<file path="src/rtl/dmem_arbiter.sv">
// ============================================================================
// dmem_arbiter
// ----------------------------------------------------------------------------
// Two-port round-robin arbiter and sequencer in front of a single-port data
// memory. Port 0 is the core load/store unit, port 1 the debug/DMA master.
// One request is accepted at a time. It is driven onto the memory for exactly
// one cycle, and the result is returned to the owning port as a one-cycle
// pulse. Sequence: IDLE (handshake) -> ACCESS (memory cycle) -> RESP (pulse).
//
// Optional feature macro: DMEM_ARB_LOCK_EN
//   When defined, port 0 may lock out port 1. The lock is sampled from
//   req0_lock at each port-0 handshake. When undefined, req0_lock is ignored.
//
// Ports
//   clk          rising-edge clock
//   reset        asynchronous active-low reset
//   reqN_valid   port N request valid                  (N = 0,1)
//   reqN_ready   port N accepted this cycle (IDLE only, winner only)
//   reqN_we      1 = write, 0 = read
//   reqN_addr    word address
//   reqN_wdata   write data
//   rspN_valid   one-cycle response pulse to port N
//   rsp_rdata    read data, qualified by rspN_valid
//   rsp_err      address out of range, qualified by rspN_valid
//   req0_lock    port 0 lock request (lock build only)
//   mem_wr_en    memory write enable (ACCESS only)
//   mem_rd_en    memory read enable (ACCESS only)
//   mem_addr     memory address
//   mem_wdata    memory write data
//   mem_rdata    memory read data, combinational from mem_addr
// ============================================================================
module dmem_arbiter #(
    parameter int unsigned ADDR_W = 32,
    parameter int unsigned DATA_W = 32,
    parameter int unsigned DEPTH  = 32
) (
    input  logic              clk,
    input  logic              reset,
    input  logic              req0_valid,
    output logic              req0_ready,
    input  logic              req0_we,
    input  logic [ADDR_W-1:0] req0_addr,
    input  logic [DATA_W-1:0] req0_wdata,
    output logic              rsp0_valid,
    input  logic              req1_valid,
    output logic              req1_ready,
    input  logic              req1_we,
    input  logic [ADDR_W-1:0] req1_addr,
    input  logic [DATA_W-1:0] req1_wdata,
    output logic              rsp1_valid,
    output logic [DATA_W-1:0] rsp_rdata,
    output logic              rsp_err,
    input  logic              req0_lock,
    output logic              mem_wr_en,
    output logic              mem_rd_en,
    output logic [ADDR_W-1:0] mem_addr,
    output logic [DATA_W-1:0] mem_wdata,
    input  logic [DATA_W-1:0] mem_rdata
);

    typedef enum logic [1:0] {
        ST_IDLE   = 2'd0,
        ST_ACCESS = 2'd1,
        ST_RESP   = 2'd2
    } state_t;

    state_t              state_r;
    state_t              state_s;

    logic                grant0_s;
    logic                grant1_s;
    logic                req1_eff_s;

    logic                sel_we_s;
    logic [ADDR_W-1:0]   sel_addr_s;
    logic [DATA_W-1:0]   sel_wdata_s;

    logic                owner_r;
    logic                last_grant_r;
    logic [ADDR_W-1:0]   addr_r;
    logic [DATA_W-1:0]   wdata_r;
    logic                mem_wr_en_r;
    logic                mem_rd_en_r;
    logic                rsp0_valid_r;
    logic                rsp1_valid_r;
    logic [DATA_W-1:0]   rsp_rdata_r;
    logic                rsp_err_r;

    // Word address falls inside the memory.
    function automatic logic in_range(input logic [ADDR_W-1:0] a);
        return (a < ADDR_W'(DEPTH));
    endfunction

`ifdef DMEM_ARB_LOCK_EN
    logic                lock_r;

    // Port 1 is invisible to the arbiter while port 0 holds the lock.
    assign req1_eff_s = req1_valid & ~lock_r;
`else
    logic                unused_lock_s;

    // Lock input has no effect in this build.
    assign unused_lock_s = req0_lock;
    assign req1_eff_s    = req1_valid;
`endif

    // Winner selection: a tie goes to the port that did not win last time.
    always_comb begin
        grant0_s = 1'b0;
        grant1_s = 1'b0;
        if (state_r == ST_IDLE) begin
            if (req0_valid && req1_eff_s) begin
                if (last_grant_r) begin
                    grant0_s = 1'b1;
                end else begin
                    grant1_s = 1'b1;
                end
            end else if (req0_valid) begin
                grant0_s = 1'b1;
            end else if (req1_eff_s) begin
                grant1_s = 1'b1;
            end else begin
                grant0_s = 1'b0;
                grant1_s = 1'b0;
            end
        end else begin
            grant0_s = 1'b0;
            grant1_s = 1'b0;
        end
    end

    // Ready is held low while reset is asserted so no output leaks during reset.
    assign req0_ready = grant0_s & reset;
    assign req1_ready = grant1_s & reset;

    // Request fields of the winning port.
    always_comb begin
        sel_we_s    = 1'b0;
        sel_addr_s  = {ADDR_W{1'b0}};
        sel_wdata_s = {DATA_W{1'b0}};
        if (grant1_s) begin
            sel_we_s    = req1_we;
            sel_addr_s  = req1_addr;
            sel_wdata_s = req1_wdata;
        end else begin
            sel_we_s    = req0_we;
            sel_addr_s  = req0_addr;
            sel_wdata_s = req0_wdata;
        end
    end

    // Next-state logic; a grant is only given to a valid port, so grant == handshake.
    always_comb begin
        state_s = state_r;
        case (state_r)
            ST_IDLE: begin
                if (grant0_s || grant1_s) begin
                    state_s = ST_ACCESS;
                end else begin
                    state_s = ST_IDLE;
                end
            end
            ST_ACCESS: state_s = ST_RESP;
            ST_RESP:   state_s = ST_IDLE;
            default:   state_s = ST_IDLE;
        endcase
    end

    // State register.
    always_ff @(posedge clk or negedge reset) begin
        if (!reset) begin
            state_r <= ST_IDLE;
        end else begin
            state_r <= state_s;
        end
    end

    // Transaction latch, memory strobes and response registers.
    // Memory enables are set on the handshake edge and cleared on the edge
    // that leaves ACCESS, so they are high for exactly the ACCESS cycle.
    always_ff @(posedge clk or negedge reset) begin
        if (!reset) begin
            owner_r      <= 1'b0;
            last_grant_r <= 1'b1;
            addr_r       <= {ADDR_W{1'b0}};
            wdata_r      <= {DATA_W{1'b0}};
            mem_wr_en_r  <= 1'b0;
            mem_rd_en_r  <= 1'b0;
            rsp0_valid_r <= 1'b0;
            rsp1_valid_r <= 1'b0;
            rsp_rdata_r  <= {DATA_W{1'b0}};
            rsp_err_r    <= 1'b0;
        end else begin
            case (state_r)
                ST_IDLE: begin
                    rsp0_valid_r <= 1'b0;
                    rsp1_valid_r <= 1'b0;
                    if (grant0_s || grant1_s) begin
                        owner_r      <= grant1_s;
                        last_grant_r <= grant1_s;
                        addr_r       <= sel_addr_s;
                        wdata_r      <= sel_wdata_s;
                        mem_wr_en_r  <= sel_we_s & in_range(sel_addr_s);
                        mem_rd_en_r  <= ~sel_we_s & in_range(sel_addr_s);
                    end else begin
                        mem_wr_en_r  <= 1'b0;
                        mem_rd_en_r  <= 1'b0;
                    end
                end
                ST_ACCESS: begin
                    mem_wr_en_r  <= 1'b0;
                    mem_rd_en_r  <= 1'b0;
                    // mem_rd_en_r is exactly "in-range read" for this transaction.
                    rsp_rdata_r  <= mem_rd_en_r ? mem_rdata : {DATA_W{1'b0}};
                    rsp_err_r    <= ~in_range(addr_r);
                    rsp0_valid_r <= ~owner_r;
                    rsp1_valid_r <= owner_r;
                end
                ST_RESP: begin
                    mem_wr_en_r  <= 1'b0;
                    mem_rd_en_r  <= 1'b0;
                    rsp0_valid_r <= 1'b0;
                    rsp1_valid_r <= 1'b0;
                end
                default: begin
                    mem_wr_en_r  <= 1'b0;
                    mem_rd_en_r  <= 1'b0;
                    rsp0_valid_r <= 1'b0;
                    rsp1_valid_r <= 1'b0;
                end
            endcase
        end
    end

`ifdef DMEM_ARB_LOCK_EN
    // Lock follows req0_lock at every port-0 handshake; port 1 cannot touch it.
    always_ff @(posedge clk or negedge reset) begin
        if (!reset) begin
            lock_r <= 1'b0;
        end else if (grant0_s) begin
            lock_r <= req0_lock;
        end else begin
            lock_r <= lock_r;
        end
    end
`endif

    assign mem_wr_en  = mem_wr_en_r;
    assign mem_rd_en  = mem_rd_en_r;
    assign mem_addr   = addr_r;
    assign mem_wdata  = wdata_r;
    assign rsp0_valid = rsp0_valid_r;
    assign rsp1_valid = rsp1_valid_r;
    assign rsp_rdata  = rsp_rdata_r;
    assign rsp_err    = rsp_err_r;

endmodule

</file>
<file path="config.mk">
export PLATFORM = sky130hd
export DESIGN_NAME = dmem_arbiter
export DESIGN_NICKNAME = d
export VERILOG_FILES = /design/src/rtl/dmem_arbiter.sv
export SDC_FILE = /design/constraint.sdc
export NUM_CORES = 1
export LEC_CHECK = 0
export ABC_CLOCK_PERIOD_IN_PS = 1900
export CORE_MARGIN = 2
export CORE_UTILIZATION = 39
export DETAILED_ROUTE_END_ITERATION = 10
export GPL_TIMING_DRIVEN = 0
export PLACE_DENSITY = 0.88
export SYNTH_ARGS = -nofsm -noshare
export SYNTH_HDL_FRONTEND = slang
export SYNTH_SLANG_ARGS = --single-unit
</file>
<file path="constraint.sdc">
create_clock -name clk -period 1.9 [get_ports clk]
set_clock_uncertainty 0.2 [all_clocks]
set_input_delay 0.38 -clock clk [delete_from_list [all_inputs] [get_ports clk]]
set_output_delay 0.38 -clock clk [all_outputs]
set_load 0.02 [all_outputs]
</file>
==> flow_metrics.env <==
export IMPL_syn_area_um2=4810
export IMPL_worst_skew_pair_late_latency_ps=340
export IMPL_root_buffer="clkbuf_16"
export IMPL_path_max_fanout=3
export IMPL_p_comb_share_pct=50.2
export IMPL_worstHoldPathType="in -> async"
export IMPL_synth_adder_area_share_pct=0
export IMPL_synth_top_area_share_pct=54.2
export IMPL_power_frac_seq_pct=31.5
export IMPL_violations="negative hold slack, negative setup slack"
export IMPL_drive_gt1_share_pct=10.5
export IMPL_avgSynthCellArea_um2=8.66
export IMPL_holdWs_ps=-222
export IMPL_core_area_um2=12000
export IMPL_route_detailed_drc=0
export IMPL_drv_slew=0
export IMPL_ys_top_cells_by_area="dfrtp_1, nand2_1, a31oi_1"
export IMPL_cp_start_kind="flop"
export IMPL_design_area_um2=8230
export IMPL_drt_iter0_drc=325
export IMPL_die_y_um=115
export IMPL_synth_seq_area_share_pct=54.7
export IMPL_yosys_area_share_simple_pct=28.8
export IMPL_slew_headroom_pct=62.6
export IMPL_final_nets=1008
export IMPL_final_cell_mix="nand2_1, clkdlybuf4s50_1, dfrtp_1"
export IMPL_grt_first_pass_wirelength_um=26000
export IMPL_clockPowerShare_pct=18.2
export IMPL_post_dp_cell_area_um2=7690
export IMPL_r2r_cells=7
export IMPL_mostFrequentLayoutCell="nand2_1"
export IMPL_setup_tns_ps=-55.1
export IMPL_switching_share_pct=41.5
export IMPL_worst_pin_slew_ps=556
export IMPL_grt_pass1_vias=5036
export IMPL_p_total_mw=11.2
export IMPL_dp_slack_ps=-831
export IMPL_cts_tree="yes"
export IMPL_cts_buffers=9
export IMPL_crit_chain="a211oi_4, and3_1, buf_6"
export IMPL_vias_per_cell=5.19
export IMPL_timing_final_crit_share_pct=103
export IMPL_initial_utilization_pct=40.0
export IMPL_peakVddDrop_mv=0.914
export IMPL_r2r_start="state_r[0]"
export IMPL_synth_top_family_by_area="simple AND/OR/NAND/NOR gates"
export IMPL_yosysWarnings=0
export IMPL_io_pin_count=270
export IMPL_max_freq_mhz=511
export IMPL_crit_path_top_delay_cell="dfrtp_2"
export IMPL_switchingPower_mw=4.66
export IMPL_synthToLayoutAreaGrowth_pct=71.3
export IMPL_critPathBufInv=1
export IMPL_gp_congestion=0.951
export IMPL_hold_viol=50
export IMPL_rsz0062_at_grt="yes"
export IMPL_cp_num_cells=3
export IMPL_synthMuxAreaShare_pct=0
export IMPL_rows=40
export IMPL_synth_seq_cells=105
export IMPL_async_flop_share_pct=100
export IMPL_setup_viol=1
export IMPL_leakage_nw=4.20
export IMPL_arrival_ps=1380
export IMPL_worst_ep_required_time_ps=1320
export IMPL_grt_remaining_overflow=0
export IMPL_syn_nets=722
export IMPL_yosys_most_used_dff="dfrtp_1"
export IMPL_synth_largest_area_cell="dfrtp_1"
export IMPL_io_buffers=267
export IMPL_synth_cells=555
export IMPL_grt_max_degree=55
export IMPL_track_usage_pct=25.3
export IMPL_worst_setup_path_end_kind="output port"
export IMPL_synth_xor_area_share_pct=0
export IMPL_dr_pass1_iters=5
export IMPL_finalCriticalPeriod_ps=1960
export IMPL_antenna_found_initial=1
export IMPL_ys_types=32
export IMPL_clk_pin_slew_ps=70
export IMPL_worstSetupPathType="reg -> out"
export IMPL_routedWlPerCell_um=17.4
export IMPL_synth_compound_area_share_pct=11.6
export IMPL_intPower_mw=6.57
export IMPL_routed_wl_um=17300
export IMPL_crit_path_max_incr_delay_ps=450
export IMPL_maxCapViolations=0
export IMPL_clock_sinks=105
export IMPL_antenna_left=0
export IMPL_crit_path_end="req1_ready"
export IMPL_fp_dieW_um=115
export IMPL_worst_slack_ps=-55.1
export IMPL_htreeDepth=3
export IMPL_ff2ff_setup_slack_ps=40
export IMPL_timing_rr_end="mem_addr[26]"
export IMPL_clockBufferDepth=2
export IMPL_vias=5159
export IMPL_synth_edf_count=0
export IMPL_dp_hpwl_um=13200
export IMPL_status="complete, but fails checks"
export IMPL_die_area_um2=13200
export IMPL_p_per_area_nw_per_um2=1360
export IMPL_cp_startpoint="state_r[0]"
export IMPL_cp_top_family="flip-flops"
==> cell families (layout without fill, tap and decap cells) <==
logic type | count (synthesis) | after routing
AND/OR/NAND/NOR | 331 | 331
flip-flops | 105 | 105
AO/OA/AOI/OAI | 76 | 76
buffers and inverters | 43 | 334
other | 0 | 1
==> sequential cells by signal, summed over array words and instances, names as in the netlist <==
signal,cells
mem_wr_en,1
rsp0_valid,1
mem_addr,32
mem_rd_en,1
rsp_rdata,32
rsp_err,1
rsp1_valid,1
owner_r,1
mem_wdata,32
last_grant_r,1
state_r,2
==> worst min path at each step <==
stage / to / slack, ps / cells past startpoint
2_1_floorplan: mem_addr[0] / -120 / 0
3_3_place_gp: rsp0_valid / 210 / 1
3_5_place_dp: rsp0_valid / 220 / 1
4_1_cts: rsp_rdata[20] / -200 / 1
5_1_grt: rsp_rdata[20] / -180 / 1
6_report: rsp_rdata[20] / -220 / 1
==> routing by layer <==
layer	vias to the layer above	share of wire [%]	GRT usage (%)	wire [um]
li1	2453	-	-	-
met5	-	0	0	0
met2	238	49	42.4	8440
met3	29	8.6	7.22	1480
met1	2439	40	31.0	6900
met4	0	2.8	9.88	484
==> worst register-to-register path, stage by stage (launching register included) <==
cell,delay [ps]
dfrtp_2,450
a211oi_4,270
buf_6,150
nand2_1,110
buf_6,190
buf_4,170
nand2_1,90
a31oi_1,100
==> cell usage after synthesis, types with 2 or more instances <==
cell type    n
nor3_1       5
a31oi_1     54
nor4_1      15
buf_1        4
nand3_1     35
o2111ai_1    2
inv_1        2
clkbuf_1    10
buf_4        2
dfrtp_1    104
buf_2       19
nand2_2     10
nor2_1      71
nand4_1      4
o21a_1       3
buf_6        4
o21ai_0      3
nand2_1    185
a31oi_2     10
==> area by class of cell <==
cell class | count | area, um^2
clock inverter | 6 | 90.1
buffer | 40 | 263
clock buffer | 10 | 239
multi-input combinational | 407 | 1950
sequential | 105 | 2630
inverter | 3 | 15.0
tap | 147 | 184
antenna | 1 | 2.50
timing repair buffer | 275 | 2850
fill | 982 | 3780
==> power by group through the flow <==
stage	Clock (mW)	Combinational, mW	Sequential [mW]
after floorplan	0	2.23	4.37
after global placement	0	5.66	3.57
after detailed placement	0	5.73	3.59
after CTS	2.08	5.57	3.55
after global routing	2.19	6.07	3.64
final	2.05	5.64	3.54
==> metrics by stage <==
step | std cells | utilization, % | hold slack [ps]
floorplan | 555 | - | -116
global placement | 969 | 63.8 | 208
detailed placement | 970 | 64.0 | 220
CTS | 989 | 66.7 | -199
global route | 994 | 68.5 | -183
finish | 994 | 68.5 | -222
==> timing repair <==
action / 4_1_cts / 5_1_grt
buffers inserted: 3 / 3
hold endpoints to repair: 50 / 50
gates cloned: 0 / 1
setup endpoints to repair: 112 / 131
gates resized for setup: 65 / 71
pin swaps: 2 / 3
Note: power is estimated with default switching activity, not from simulation.
